`src/rtl/pkt_egress_buffer.sv`:
```
// pkt_egress_buffer: store-and-forward packet buffer for one DUT output port.
// Beat-serial packets (valid/sop/eop, no backpressure) are written into a
// circular buffer; only fully received packets are released to a
// show-ahead ready/valid consumer. Packets that overflow or lose their eop
// are rolled back so committed packets are never disturbed.
//
// Optional build macro: PKT_EGRESS_STATS_EN
//   defined     -> pkt_cnt / drop_cnt are saturating 16-bit counters
//   not defined -> no counter flops, both outputs tied to 16'h0
//
// Input side (no backpressure): a beat is taken on any rising edge with
// in_valid=1; in_sop/in_eop are only meaningful with in_valid.
// Output side: a beat transfers on a rising edge with out_valid&out_ready;
// out_valid/out_sop/out_eop/out_data stay stable while out_valid&~out_ready.
module pkt_egress_buffer #(
  parameter int DW    = 8,
  parameter int DEPTH = 16
) (
  input  logic          clk,
  input  logic          reset_n,
  input  logic          in_valid,
  input  logic          in_sop,
  input  logic          in_eop,
  input  logic [DW-1:0] in_data,
  output logic          out_valid,
  input  logic          out_ready,
  output logic          out_sop,
  output logic          out_eop,
  output logic [DW-1:0] out_data,
  output logic [15:0]   pkt_cnt,
  output logic [15:0]   drop_cnt
);

  localparam int AW = $clog2(DEPTH);
  localparam int PW = AW + 1;
  localparam logic [PW-1:0] DEPTH_P = PW'(DEPTH);
  localparam logic [PW-1:0] ONE_P   = PW'(1);

  // IDLE: between packets; RECV: writing a packet; DROP: discarding the
  // remainder of a packet that was abandoned because of overflow.
  typedef enum logic [1:0] {
    IDLE = 2'd0,
    RECV = 2'd1,
    DROP = 2'd2
  } state_t;

  state_t        state, state_nxt;
  logic [PW-1:0] wr_ptr, wr_nxt;
  logic [PW-1:0] commit_ptr, commit_nxt;
  logic [PW-1:0] rd_ptr;
  logic [PW-1:0] pkt_start, start_nxt;

  // Each entry holds {sop, eop, data}.
  logic [DW+1:0] mem [DEPTH];
  logic [DW+1:0] head;

  logic          full;
  logic          pop;
  logic          wr_en;
  logic [PW-1:0] wr_addr;
  logic [PW-1:0] base;
  logic          base_full;
  logic          pkt_inc;
  logic          drop_inc;

  // Occupancy counts every written beat, committed or not; a pop in the
  // same cycle does not free space for the arriving beat.
  assign full = ((wr_ptr - rd_ptr) == DEPTH_P);
  assign pop  = out_valid & out_ready;

  // Next-state, write and counter-event decode for the input side.
  always_comb begin
    state_nxt  = state;
    wr_nxt     = wr_ptr;
    commit_nxt = commit_ptr;
    start_nxt  = pkt_start;
    wr_en      = 1'b0;
    wr_addr    = wr_ptr;
    pkt_inc    = 1'b0;
    drop_inc   = 1'b0;
    // A sop in RECV abandons the open packet, so the new packet starts at
    // the rolled-back position; otherwise it starts at the write pointer.
    base       = (state == RECV) ? pkt_start : wr_ptr;
    base_full  = ((base - rd_ptr) == DEPTH_P);
    if (in_valid) begin
      if (in_sop) begin
        if (state == RECV) begin
          drop_inc = 1'b1;
        end
        if (base_full) begin
          drop_inc  = 1'b1;
          wr_nxt    = base;
          state_nxt = in_eop ? IDLE : DROP;
        end else begin
          wr_en     = 1'b1;
          wr_addr   = base;
          start_nxt = base;
          wr_nxt    = base + ONE_P;
          if (in_eop) begin
            commit_nxt = base + ONE_P;
            pkt_inc    = 1'b1;
            state_nxt  = IDLE;
          end else begin
            state_nxt  = RECV;
          end
        end
      end else if (state == RECV) begin
        if (full) begin
          drop_inc  = 1'b1;
          wr_nxt    = pkt_start;
          state_nxt = in_eop ? IDLE : DROP;
        end else begin
          wr_en   = 1'b1;
          wr_addr = wr_ptr;
          wr_nxt  = wr_ptr + ONE_P;
          if (in_eop) begin
            commit_nxt = wr_ptr + ONE_P;
            pkt_inc    = 1'b1;
            state_nxt  = IDLE;
          end
        end
      end else if ((state == DROP) && in_eop) begin
        state_nxt = IDLE;
      end
    end
  end

  // FSM state and pointer registers.
  always_ff @(posedge clk or negedge reset_n) begin
    if (!reset_n) begin
      state      <= IDLE;
      wr_ptr     <= '0;
      commit_ptr <= '0;
      rd_ptr     <= '0;
      pkt_start  <= '0;
    end else begin
      state      <= state_nxt;
      wr_ptr     <= wr_nxt;
      commit_ptr <= commit_nxt;
      pkt_start  <= start_nxt;
      if (pop) begin
        rd_ptr <= rd_ptr + ONE_P;
      end
    end
  end

  // Beat storage; contents are only observed through committed pointers.
  always_ff @(posedge clk) begin
    if (wr_en) begin
      mem[wr_addr[AW-1:0]] <= {in_sop, in_eop, in_data};
    end
  end

  // Show-ahead read of the head entry, forced to zero when nothing is committed.
  always_comb begin
    head      = mem[rd_ptr[AW-1:0]];
    out_valid = (rd_ptr != commit_ptr);
    out_sop   = out_valid & head[DW+1];
    out_eop   = out_valid & head[DW];
    out_data  = out_valid ? head[DW-1:0] : '0;
  end

`ifdef PKT_EGRESS_STATS_EN
  logic [15:0] pkt_q;
  logic [15:0] drop_q;

  // Saturating committed/dropped packet counters.
  always_ff @(posedge clk or negedge reset_n) begin
    if (!reset_n) begin
      pkt_q  <= '0;
      drop_q <= '0;
    end else begin
      if (pkt_inc && (pkt_q != 16'hFFFF)) begin
        pkt_q <= pkt_q + 16'd1;
      end
      if (drop_inc && (drop_q != 16'hFFFF)) begin
        drop_q <= drop_q + 16'd1;
      end
    end
  end

  assign pkt_cnt  = pkt_q;
  assign drop_cnt = drop_q;
`else
  logic unused_stats;
  assign unused_stats = pkt_inc ^ drop_inc;
  assign pkt_cnt      = 16'h0;
  assign drop_cnt     = 16'h0;
`endif

endmodule

```
`config.mk`:
```
export PLATFORM = sky130hd
export DESIGN_NAME = pkt_egress_buffer
export DESIGN_NICKNAME = d
export VERILOG_FILES = /design/src/rtl/pkt_egress_buffer.sv
export SDC_FILE = /design/constraint.sdc
export NUM_CORES = 1
export LEC_CHECK = 0
export CAP_MARGIN = 25
export CORE_MARGIN = 2
export CORE_UTILIZATION = 59
export CTS_CLUSTER_SIZE = 12
export DETAILED_ROUTE_END_ITERATION = 10
export PLACE_DENSITY_LB_ADDON = 0.3
export SLEW_MARGIN = 20
export SYNTH_ARGS = -nofsm -noshare
export SYNTH_HDL_FRONTEND = slang
export SYNTH_SLANG_ARGS = --single-unit
```
`constraint.sdc`:
```
create_clock -name clk -period 4.7 [get_ports clk]
set_input_delay 0.47 -clock clk [delete_from_list [all_inputs] [get_ports clk]]
set_output_delay 0.47 -clock clk [all_outputs]
set_load 0.01 [all_outputs]
```
==> summary.txt, run 1 <==
clock tree from TritonCTS: yes
std cell rows: 43
endpoint type of the worst setup path: flip-flop
part of the total power dissipated in combinational logic: 42.5%
DR WL met3: 1920 microns
share of async-settable or async-resettable flops after synthesis: 12.1%
first-pass GRT wire length: 27900 microns
Clock transition at path regs: 0.07 ns
actual transition at the worst max-transition pin: 1.01 ns
top achievable clock speed: 0.234 GHz
setup repair after global routing missed its margin: no
share of total power consumed by net switching: 35.7%
number of warning messages in the yosys log: 0
internal power of the cells: 3860 uW
detailed placement HPWL: 12200 microns
Final #Nets: 585
Clk network pwr share: 21.4%
GRT Resource Usage Total: 26.0%
Buf/Inv on CP: 2
DP Area: 0.00893 sq mm
Critical Path, Cell by Cell: nor2b_4 > mux2i_1 > inv_1 > ha_1 > nand3b_1 > nand2_1 > and4b_4 > o31ai_4 > a21oi_1 > a211oi_2 > buf_4
total setup buffers inserted after CTS: 0
Pwr Density: 636 mW/mm^2
max-slew violation count: 0
cells after synthesis: 516
Mapped Area: 0.00846 sq mm
wire length on met2: 8590 microns
H-tree levels: 4
most common library cell in the layout ignoring fill and taps: sky130_fd_sc_hd__edfxtp_1
Root Buffer: sky130_fd_sc_hd__clkbuf_16
outcome: completed
pin count of the biggest net entering global routing: 45
Clock Sinks: 182
total power: 6010 uW
die extent in y: 124 microns
data arrival at the endpoint of the critical path: 4.39 ns
register share of total power: 36.1%
number of filler cells placed in the layout: 930
DRT met1 WL: 7750 microns
maximum resistive drop on vdd: 358 uV
total wirelength of the detailed-routed design: 18500 microns
final sum of negative setup slack: 0 ns
critical path required time: 4.82 ns
number of hold-repair buffers added at the cts stage: 0
Final Hold Vio Count: 0
static power due to leakage: 0.00322 uW
worst slack on hold paths: 0.346 ns
area of the core: 0.0139 sq mm
Synth Flop Type: sky130_fd_sc_hd__edfxtp_1
most frequent cells in the layout: 160 x sky130_fd_sc_hd__edfxtp_1, 50 x sky130_fd_sc_hd__mux4_2, 32 x sky130_fd_sc_hd__conb_1
register-to-register setup slack: 0.43 ns
synthesized area per cell: 16.4 sq um
Seq cells post-synth: 182
gp weighted congestion: 0.950
classification of the worst setup path: reg -> reg
clock network latency to the later pin of the worst-skew pair: 0.43 ns
number of violations reported at the end of detailed-routing iteration 0: 505
number of setup violations in the final report: 0
worst clock skew on the final layout: 0.0110 ns
number of global-route vias before repair: 4667
Pre-Repair DR Iteration Count: 5
fin crit share: 90.9%
Max Cap Violations: 0
CTS Buf Count: 17
maximum single-stage delay on the critical path: 0.76 ns
Worst Path Max Fanout: 19
synth unique cells: 63
reg-to-reg startpoint: state[0]$_DFFE_PN0P_
Via Count: 4798
startpoint of the worst setup timing path: state[0]$_DFFE_PN0P_
delay-heaviest family, CP: compound AO/OA/AOI/OAI gates
Tmin final: 4.27 ns
crit start category: flip-flop
Hold WC Path Type: in -> async
initial antenna violation count: 0
routed length per instance: 24.6 microns
final design area excluding fillers: 0.00946 sq mm
via density per instance: 6.38
diode insertion count for antenna repair: 0
crit path max-delay cell type: sky130_fd_sc_hd__o31ai_4
Port Buffer Count: 24
die area: 0.0153 sq mm
I/O pin count: 57
sequential-to-total area share from yosys stat: 63.3%
normalized max-slew margin: 32.1%
post_cts resized: 0
Final ANT Viol Nets: 0
switching power: 2150 uW
highest signal layer in the routed design: met4
count of flip-flops with a built-in enable after synthesis: 160
drc violations: 0
total global routing overflow: 0
signed area change from the synthesized netlist to the final layout: 11.8%
width of the die: 124 microns
Initial Utilization: 60.7%
fraction of final layout cells sized beyond drive strength 1: 23.3%
buffers from clock root to sink, at most: 2
## final cells by class
| type | instances | area [sq um] | area share, % |
|---|---|---|---|
| clock inverter | 12 | 93.8 | 0.992 |
| sequential | 182 | 5360 | 56.7 |
| tap | 180 | 225 | 2.38 |
| clock buffer | 19 | 433 | 4.58 |
| inverter | 15 | 56.3 | 0.595 |
| timing repair buffer | 50 | 439 | 4.64 |
| multi-input combinational | 294 | 2850 | 30.2 |
## worst reg2reg max path: stages (launching register included)
cell	delay [ns]
sky130_fd_sc_hd__dfrtp_1	0.41
sky130_fd_sc_hd__nor2b_4	0.32
sky130_fd_sc_hd__mux2i_1	0.39
sky130_fd_sc_hd__inv_1	0.19
sky130_fd_sc_hd__ha_1	0.37
sky130_fd_sc_hd__nand3b_1	0.13
sky130_fd_sc_hd__nand2_1	0.18
sky130_fd_sc_hd__and4b_4	0.25
sky130_fd_sc_hd__o31ai_4	0.76
sky130_fd_sc_hd__a21oi_1	0.43
sky130_fd_sc_hd__a211oi_2	0.28
sky130_fd_sc_hd__buf_4	0.24
## routing by layer
metal | up-vias | GRT usage [%]
li1 | 2079 | -
met1 | 2444 | 38.2
met2 | 254 | 37.6
met3 | 21 | 8.70
met4 | 0 | 7.17
met5 | - | 0
## final timing paths
path,end,cells past startpoint
max,mem[1][7]$_DFFE_PP_,11
min,pkt_start[4]$_DFFE_PN0P_,1
max reg2reg,mem[1][7]$_DFFE_PP_,11
min reg2reg,commit_ptr[1]$_DFFE_PN0P_,1
max in group asynchronous,rd_ptr[0]$_DFFE_PN0P_,2
min in group clk,commit_ptr[1]$_DFFE_PN0P_,1
## state kept, by name (all words and copies together), names as in the netlist
signal / flops
state: 2
mem: 160
pkt_start: 5
commit_ptr: 5
rd_ptr: 5
wr_ptr: 5
## power by group through the flow
stage | clock, uW | sequential [uW] | combinational (uW)
after detailed placement | 0 | 2200 | 2520
after floorplan | 0 | 2070 | 1850
after CTS | 1300 | 2170 | 2540
after global placement | 0 | 2190 | 2470
after global routing | 1370 | 2190 | 2760
final | 1290 | 2170 | 2550
## cells in the mapped netlist, types with 2 or more instances
master	n	area, sq um
sky130_fd_sc_hd__ha_1	11	138
sky130_fd_sc_hd__a211oi_1	9	67.6
sky130_fd_sc_hd__dfrtp_1	22	551
sky130_fd_sc_hd__nor4_1	2	12.5
sky130_fd_sc_hd__buf_1	2	7.51
sky130_fd_sc_hd__buf_6	2	22.5
sky130_fd_sc_hd__a211o_1	3	26.3
sky130_fd_sc_hd__buf_2	6	30.0
sky130_fd_sc_hd__nor3_1	5	25.0
sky130_fd_sc_hd__mux4_2	50	1130
sky130_fd_sc_hd__a21oi_1	25	125
sky130_fd_sc_hd__or3_1	2	12.5
sky130_fd_sc_hd__nand3b_1	2	15.0
sky130_fd_sc_hd__buf_4	33	248
sky130_fd_sc_hd__o21ai_0	11	55.1
sky130_fd_sc_hd__clkbuf_1	13	48.8
sky130_fd_sc_hd__nor3b_1	3	22.5
sky130_fd_sc_hd__mux2_2	10	113
sky130_fd_sc_hd__o31ai_1	2	15.0
sky130_fd_sc_hd__mux2i_1	6	60.1
sky130_fd_sc_hd__nand2_1	17	63.8
sky130_fd_sc_hd__xnor2_1	15	131
sky130_fd_sc_hd__a32oi_1	3	26.3
sky130_fd_sc_hd__a2111oi_2	2	30.0
sky130_fd_sc_hd__o22ai_1	2	12.5
sky130_fd_sc_hd__edfxtp_1	160	4800
sky130_fd_sc_hd__a21boi_1	2	15.0
sky130_fd_sc_hd__nor2_1	13	48.8
sky130_fd_sc_hd__nand3_1	10	50.1
sky130_fd_sc_hd__inv_1	15	56.3
sky130_fd_sc_hd__xor2_1	4	35.0
sky130_fd_sc_hd__a2111oi_0	2	17.5
sky130_fd_sc_hd__nand2b_1	5	31.3
sky130_fd_sc_hd__nand4_1	4	25.0
sky130_fd_sc_hd__nor2b_1	15	93.8
## metrics by stage
step	utilization [%]	setup slack, ns	std cells
detailed placement	64.1	0.538	720
global route	67.9	0.119	752
finish	67.9	0.430	752
floorplan	-	0.718	547
CTS	67.8	0.501	751
global placement	63.9	0.662	719
## kinds of logic (layout without fill, tap and decap cells)
kind of cell    after synthesis  after routing  share of synthesized area (%)
flops                       182            182                           63.3
simple gates                 85             85                           5.50
buf+inv                      71             96                           4.88
mux                          67             67                           15.6
xor+xnor                     20             20                           2.23
other cells                   1             32                         0.0443
fa+ha+maj                    11             11                           1.63
compound gates               79             79                           6.78
No activity file was read; power rests on OpenSTA's default activity.
==> run 2: changes to the inputs <==
Settings changed: CELL_PAD_IN_SITES_DETAIL_PLACEMENT set to 0, CELL_PAD_IN_SITES_GLOBAL_PLACEMENT set to 1, CORE_UTILIZATION 59 to 50, HOLD_SLACK_MARGIN set to 0.02.
==> run 2 against run 1 <==
Compared with the run above:
- critical path depth increased by 1
- setup slack improved by 0.056 ns
- cell area increased by 1.4%
- sequential share of layout area decreased by 0.78 points
- worst hold slack got worse by 0.32 ns
- utilization decreased by 10 points
- cell count increased by 5.6%
- clock power increased by 11%
- first-iteration DRC count decreased by 39%
- clock skew about the same
- via count decreased by 2.1%
- global-route usage decreased by 4.4 points
- largest power group unchanged
- highest routed layer unchanged
==> summary.txt, run 2 (synthesis results as in run 1) <==
outcome: completed (unchanged)
fin crit share: 89.7% (was 90.9%)
gp weighted congestion: 0.848 (was 0.950)
total power: 6110 uW (was 6010 uW)
Clock Sinks: 182 (unchanged)
std cell rows: 47 (was 43)
Final Hold Vio Count: 0 (unchanged)
classification of the worst setup path: reg -> reg (unchanged)
Max Cap Violations: 0 (unchanged)
buffers from clock root to sink, at most: 2 (unchanged)
Clock transition at path regs: 0.07 ns (about the same)
area occupied by multi-input gates: 0.00285 sq mm (unchanged)
CTS Buf Count: 17 (unchanged)
final sum of negative setup slack: 0 ns (unchanged)
first-pass GRT wire length: 28200 microns (was 27900 microns)
setup repair after global routing missed its margin: no (unchanged)
Port Buffer Count: 24 (unchanged)
Initial Utilization: 51.0% (was 60.7%)
worst clock skew on the final layout: 0.0106 ns (was 0.0110 ns)
initial antenna violation count: 0 (unchanged)
drc violations: 0 (unchanged)
total global routing overflow: 0 (unchanged)
die area: 0.0180 sq mm (was 0.0153 sq mm)
post_cts resized: 0 (unchanged)
highest signal layer in the routed design: met4 (unchanged)
endpoint type of the worst setup path: flip-flop (unchanged)
total wirelength of the detailed-routed design: 18300 microns (was 18500 microns)
actual transition at the worst max-transition pin: 0.814 ns (was 1.01 ns)
Pre-Repair DR Iteration Count: 5 (unchanged)
via density per instance: 5.91 (was 6.38)
delay-heaviest family, CP: compound AO/OA/AOI/OAI gates (unchanged)
most common library cell in the layout ignoring fill and taps: sky130_fd_sc_hd__edfxtp_1 (unchanged)
Final #Nets: 587 (was 585)
combined flip-flop and latch cell area: 0.00536 sq mm (unchanged)
most frequent cells in the layout: 160 x sky130_fd_sc_hd__edfxtp_1, 50 x sky130_fd_sc_hd__mux4_2, 32 x sky130_fd_sc_hd__conb_1 (unchanged)
Critical Path, Cell by Cell: inv_1 > nor2_1 > a21oi_1 > ha_1 > nor2b_1 > xnor2_1 > nor2_1 > o31a_1 > o311ai_0 > buf_4 > a21oi_1 > buf_4 (was nor2b_4 > mux2i_1 > inv_1 > ha_1 > nand3b_1 > nand2_1 > and4b_4 > o31ai_4 > a21oi_1 > a211oi_2 > buf_4)
I/O pin count: 57 (unchanged)
Worst Path Max Fanout: 11 (was 19)
number of global-route vias before repair: 4802 (was 4667)
clock tree from TritonCTS: yes (unchanged)
normalized max-slew margin: 45.7% (was 32.1%)
area of the core: 0.0166 sq mm (was 0.0139 sq mm)
Buf/Inv on CP: 3 (was 2)
total setup buffers inserted after CTS: 0 (unchanged)
Root Buffer: sky130_fd_sc_hd__clkbuf_16 (unchanged)
number of hold-repair buffers added at the cts stage: 0 (unchanged)
data arrival at the endpoint of the critical path: 4.35 ns (was 4.39 ns)
Final ANT Viol Nets: 0 (unchanged)
wire length on met2: 9350 microns (was 8590 microns)
GRT Resource Usage Total: 21.6% (was 26.0%)
maximum resistive drop on vdd: 331 uV (was 358 uV)
top achievable clock speed: 0.237 GHz (was 0.234 GHz)
critical path required time: 4.83 ns (was 4.82 ns)
static power due to leakage: 0.00327 uW (was 0.00322 uW)
signed area change from the synthesized netlist to the final layout: 13.4% (was 11.8%)
routed length per instance: 23.0 microns (was 24.6 microns)
number of violations reported at the end of detailed-routing iteration 0: 306 (was 505)
number of setup violations in the final report: 0 (unchanged)
Tmin final: 4.21 ns (was 4.27 ns)
width of the die: 134 microns (was 124 microns)
H-tree levels: 4 (unchanged)
DRT met1 WL: 7670 microns (was 7750 microns)
clock network latency to the later pin of the worst-skew pair: 0.42 ns (was 0.43 ns)
Pwr Density: 637 mW/mm^2 (was 636 mW/mm^2)
maximum single-stage delay on the critical path: 0.59 ns (was 0.76 ns)
max-slew violation count: 0 (unchanged)
die extent in y: 134 microns (was 124 microns)
pin count of the biggest net entering global routing: 45 (unchanged)
Hold WC Path Type: in -> async (unchanged)
number of flip-flops in the largest register: 160 (unchanged)
fraction of final layout cells sized beyond drive strength 1: 24.6% (was 23.3%)
Via Count: 4695 (was 4798)
crit start category: flip-flop (unchanged)
DR WL met3: 837 microns (was 1920 microns)
diode insertion count for antenna repair: 0 (unchanged)
detailed placement HPWL: 12100 microns (was 12200 microns)
number of filler cells placed in the layout: 1287 (was 930)
crit path max-delay cell type: sky130_fd_sc_hd__o31a_1 (was sky130_fd_sc_hd__o31ai_4)
run 2: report_power, final:
group          internal, uW  leakage (uW)  total, uW  switching, uW
Combinational          1220       0.00127       2550           1330
Sequential             1960       0.00171       2130            172
Clock                   840      0.000291       1430            594
Total                  4020       0.00327       6110           2090
run 2: per-stage QoR:
stage	setup slack (ns)	hold WS, ns	util [%]	cells	area (sq um)
2_1_floorplan	0.718	0.174	-	547	8570
4_1_cts	0.517	0.531	57.8	794	9590
3_3_place_gp	0.517	0.512	54.2	763	8990
6_report	0.486	0.0230	57.8	794	9590
5_1_grt	0.194	0.0420	57.8	794	9590
3_5_place_dp	0.534	0.516	54.2	763	8990
run 2: cell type report:
| cell class | instances | share of cell area, % |
|---|---|---|
| Clock buffer | 17 | 4.44 |
| Timing Repair Buffer | 52 | 4.65 |
| Sequential cell | 182 | 55.9 |
| Clock inverter | 14 | 1.84 |
| Tap cell | 220 | 2.87 |
| Inverter | 15 | 0.587 |
| Multi-Input combinational cell | 294 | 29.7 |
run 2: per-layer routing:
metal  up-vias  track usage, %
li1       2082               -
met1      2432            28.8
met2       156            35.9
met3        25            3.89
met4         0            8.07
met5         -               0
run 2: worst paths after layout:
check | start | end | slack (ns) | cells after the start
min in group clk | commit_ptr[4]$_DFFE_PN0P_ | commit_ptr[4]$_DFFE_PN0P_ | 0.53 | 1
worst min-delay path | reset_n | wr_ptr[3]$_DFFE_PN0P_ | 0.02 | 1
worst max register to register | wr_ptr[0]$_DFFE_PN0P_ | mem[15][1]$_DFFE_PP_ | 0.49 | 12
worst min register to register | commit_ptr[4]$_DFFE_PN0P_ | commit_ptr[4]$_DFFE_PN0P_ | 0.53 | 1
max in group asynchronous | reset_n | rd_ptr[0]$_DFFE_PN0P_ | 4.27 | 1
worst max-delay path | wr_ptr[0]$_DFFE_PN0P_ | mem[15][1]$_DFFE_PP_ | 0.49 | 12
==> run 3: changes to the inputs <==
Settings changed: RECOVER_POWER set to 50.
Clock period 4.7 ns to 4.1 ns, I/O delays scaled along.
==> run 3 against run 2 <==
Compared with the run above:
- largest power group unchanged
- non-clock buffer count rose by 7
- clock power rose by 8%
- die area did not move
- sequential share of layout area fell by 0.13 points
- critical path type unchanged
- total power rose by 15%
- critical path depth fell by 1
==> summary.txt, run 3 (synthesis results as in run 1) <==
number of setup violations in the final report: 0 (unchanged)
total wirelength of the detailed-routed design: 19200 microns (was 18300 microns)
critical path required time: 4.22 ns (was 4.83 ns)
final design area excluding fillers: 0.00961 sq mm (was 0.00959 sq mm)
Pre-Repair DR Iteration Count: 4 (was 5)
routed length per instance: 23.9 microns (was 23.0 microns)
Max Cap Violations: 0 (unchanged)
normalized max-slew margin: 7.93% (was 45.7%)
Port Buffer Count: 24 (unchanged)
first-pass GRT wire length: 29300 microns (was 28200 microns)
static power due to leakage: 0.00328 uW (was 0.00327 uW)
detailed placement HPWL: 12800 microns (was 12100 microns)
die extent in y: 134 microns (unchanged)
most common library cell in the layout ignoring fill and taps: sky130_fd_sc_hd__edfxtp_1 (unchanged)
max-slew violation count: 0 (unchanged)
Via Count: 4766 (was 4695)
Pwr Density: 731 mW/mm^2 (was 637 mW/mm^2)
drc violations: 0 (unchanged)
GRT Resource Usage Total: 22.5% (was 21.6%)
number of filler cells placed in the layout: 1272 (was 1287)
classification of the worst setup path: reg -> reg (unchanged)
Non-Filler Instances: 802 (was 794)
H-tree levels: 4 (unchanged)
Tmin final: 3.70 ns (was 4.21 ns)
buffers from clock root to sink, at most: 2 (unchanged)
Final ANT Viol Nets: 0 (unchanged)
outcome: completed (unchanged)
die area: 0.0180 sq mm (unchanged)
DP Area: 0.00904 sq mm (was 0.00899 sq mm)
Initial Utilization: 51.0% (unchanged)
number of flip-flops in the largest register: 160 (unchanged)
maximum resistive drop on vdd: 484 uV (was 331 uV)
fraction of final layout cells sized beyond drive strength 1: 24.7% (was 24.6%)
pre-CTS setup slack: 0.209 ns (was 0.534 ns)
gp weighted congestion: 0.894 (was 0.848)
delay-heaviest family, CP: compound AO/OA/AOI/OAI gates (unchanged)
total global routing overflow: 0 (unchanged)
final sum of negative setup slack: 0 ns (unchanged)
CTS Buf Count: 17 (unchanged)
Buf/Inv on CP: 2 (was 3)
area of the core: 0.0166 sq mm (unchanged)
pin count of the biggest net entering global routing: 45 (unchanged)
Final Hold Vio Count: 0 (unchanged)
clock network latency to the later pin of the worst-skew pair: 0.43 ns (was 0.42 ns)
Worst Path Max Fanout: 10 (was 11)
Final #Nets: 594 (was 587)
diode insertion count for antenna repair: 0 (unchanged)
I/O pin count: 57 (unchanged)
Clock transition at path regs: 0.07 ns (about the same)
worst slack on hold paths: 0.533 ns (was 0.0230 ns)
via density per instance: 5.94 (was 5.91)
Worst Setup Slack, final: 0.398 ns (was 0.486 ns)
worst clock skew on the final layout: 0.00930 ns (was 0.0106 ns)
Critical Path, Cell by Cell: nor2b_4 > mux2i_1 > inv_1 > ha_1 > a21oi_1 > nand2_1 > a2111oi_2 > o31a_1 > o311ai_1 > a211oi_2 > buf_4 (was inv_1 > nor2_1 > a21oi_1 > ha_1 > nor2b_1 > xnor2_1 > nor2_1 > o31a_1 > o311ai_0 > buf_4 > a21oi_1 > buf_4)
Placed Cells: 769 (was 763)
Root Buffer: sky130_fd_sc_hd__clkbuf_16 (unchanged)
most frequent cells in the layout: 160 x sky130_fd_sc_hd__edfxtp_1, 50 x sky130_fd_sc_hd__mux4_2, 32 x sky130_fd_sc_hd__conb_1 (unchanged)
crit path max-delay cell type: sky130_fd_sc_hd__a2111oi_2 (was sky130_fd_sc_hd__o31a_1)
crit start category: flip-flop (unchanged)
actual transition at the worst max-transition pin: 1.38 ns (was 0.814 ns)
std cell rows: 47 (unchanged)
Hold WC Path Type: reg -> reg (was in -> async)
endpoint type of the worst setup path: flip-flop (unchanged)
signed area change from the synthesized netlist to the final layout: 13.6% (was 13.4%)
fin crit share: 90.3% (was 89.7%)
Clock Sinks: 182 (unchanged)
initial antenna violation count: 1 (was 0)
setup repair after global routing missed its margin: no (unchanged)
number of global-route vias before repair: 4702 (was 4802)
top achievable clock speed: 0.270 GHz (was 0.237 GHz)
number of violations reported at the end of detailed-routing iteration 0: 499 (was 306)
maximum single-stage delay on the critical path: 0.42 ns (was 0.59 ns)
data arrival at the endpoint of the critical path: 3.83 ns (was 4.35 ns)
width of the die: 134 microns (unchanged)
clock tree from TritonCTS: yes (unchanged)
==> run 3: cell count changes in the layout (fill, tap and decap cells not counted), moves of 2 or more <==
cell / previous run / this run
sky130_fd_sc_hd__dlygate4sd3_1: 0 / 11
sky130_fd_sc_hd__clkbuf_1: 0 / 3
sky130_fd_sc_hd__inv_6: 1 / 5
sky130_fd_sc_hd__bufinv_16: 3 / 1
sky130_fd_sc_hd__clkinv_4: 3 / 1
sky130_fd_sc_hd__clkdlybuf4s50_1: 23 / 13
sky130_fd_sc_hd__buf_4: 28 / 31
==> run 3: worst reg2reg max path, stage by stage (launching register included) <==
cell and delay [ns]:
sky130_fd_sc_hd__dfrtp_1 0.41, sky130_fd_sc_hd__nor2b_4 0.30, sky130_fd_sc_hd__mux2i_1 0.26, sky130_fd_sc_hd__inv_1 0.15, sky130_fd_sc_hd__ha_1 0.35, sky130_fd_sc_hd__a21oi_1 0.19, sky130_fd_sc_hd__nand2_1 0.15, sky130_fd_sc_hd__a2111oi_2 0.42
sky130_fd_sc_hd__o31a_1 0.38, sky130_fd_sc_hd__o311ai_1 0.26, sky130_fd_sc_hd__a211oi_2 0.29, sky130_fd_sc_hd__buf_4 0.23
==> run 3: metrics by stage <==
step	total power (uW)	utilization, %
global route	7380	58.0
CTS	7060	58.0
global placement	5490	54.6
finish	7030	58.0
floorplan	4490	-
detailed placement	5510	54.5
==> run 3: path summary, 6_finish.rpt <==
kind	startpoint	endpoint	slack, ns	cells past startpoint
max in group asynchronous	reset_n	rd_ptr[0]$_DFFE_PN0P_	2.36	2
max	state[0]$_DFFE_PN0P_	mem[3][6]$_DFFE_PP_	0.40	11
min reg2reg	commit_ptr[0]$_DFFE_PN0P_	commit_ptr[0]$_DFFE_PN0P_	0.53	1
min	commit_ptr[0]$_DFFE_PN0P_	commit_ptr[0]$_DFFE_PN0P_	0.53	1
min in group asynchronous	reset_n	pkt_start[2]$_DFFE_PN0P_	0.83	2
max reg2reg	state[0]$_DFFE_PN0P_	mem[3][6]$_DFFE_PP_	0.40	11
==> run 3: timing repair <==
action / in CTS / in global routing
hold endpoints to repair: 22 / 0
hold buffers: 1 / 0
buffers inserted: 0 / 0
gates resized for setup: 0 / 1
endpoints found under the setup margin: 0 / 40
==> run 3: power breakdown <==
part / total, uW / switching (uW) / internal (uW)
Combinational: 3060 / 1600 / 1450
Sequential: 2420 / 171 / 2250
Clock: 1550 / 703 / 849
==> run 3: layer usage <==
| layer | track usage [%] | share of wire [%] | up-vias |
|---|---|---|---|
| met2 | 36.7 | 51 | 170 |
| met3 | 4.57 | 5.1 | 27 |
| met4 | 6.67 | 1.8 | 2 |
| met5 | 0 | 0.089 | - |
| met1 | 31.2 | 42 | 2467 |
| li1 | - | - | 2100 |
==> run 3: final cells by class <==
| class | count | area (sq um) | area share [%] |
|---|---|---|---|
| Clock buffer | 17 | 425 | 4.43 |
| Clock inverter | 15 | 140 | 1.46 |
| Inverter | 15 | 56.3 | 0.586 |
| Multi-Input combinational cell | 294 | 2850 | 29.7 |
| Sequential cell | 182 | 5360 | 55.7 |
| Tap cell | 220 | 275 | 2.86 |
| Timing Repair Buffer | 59 | 504 | 5.25 |
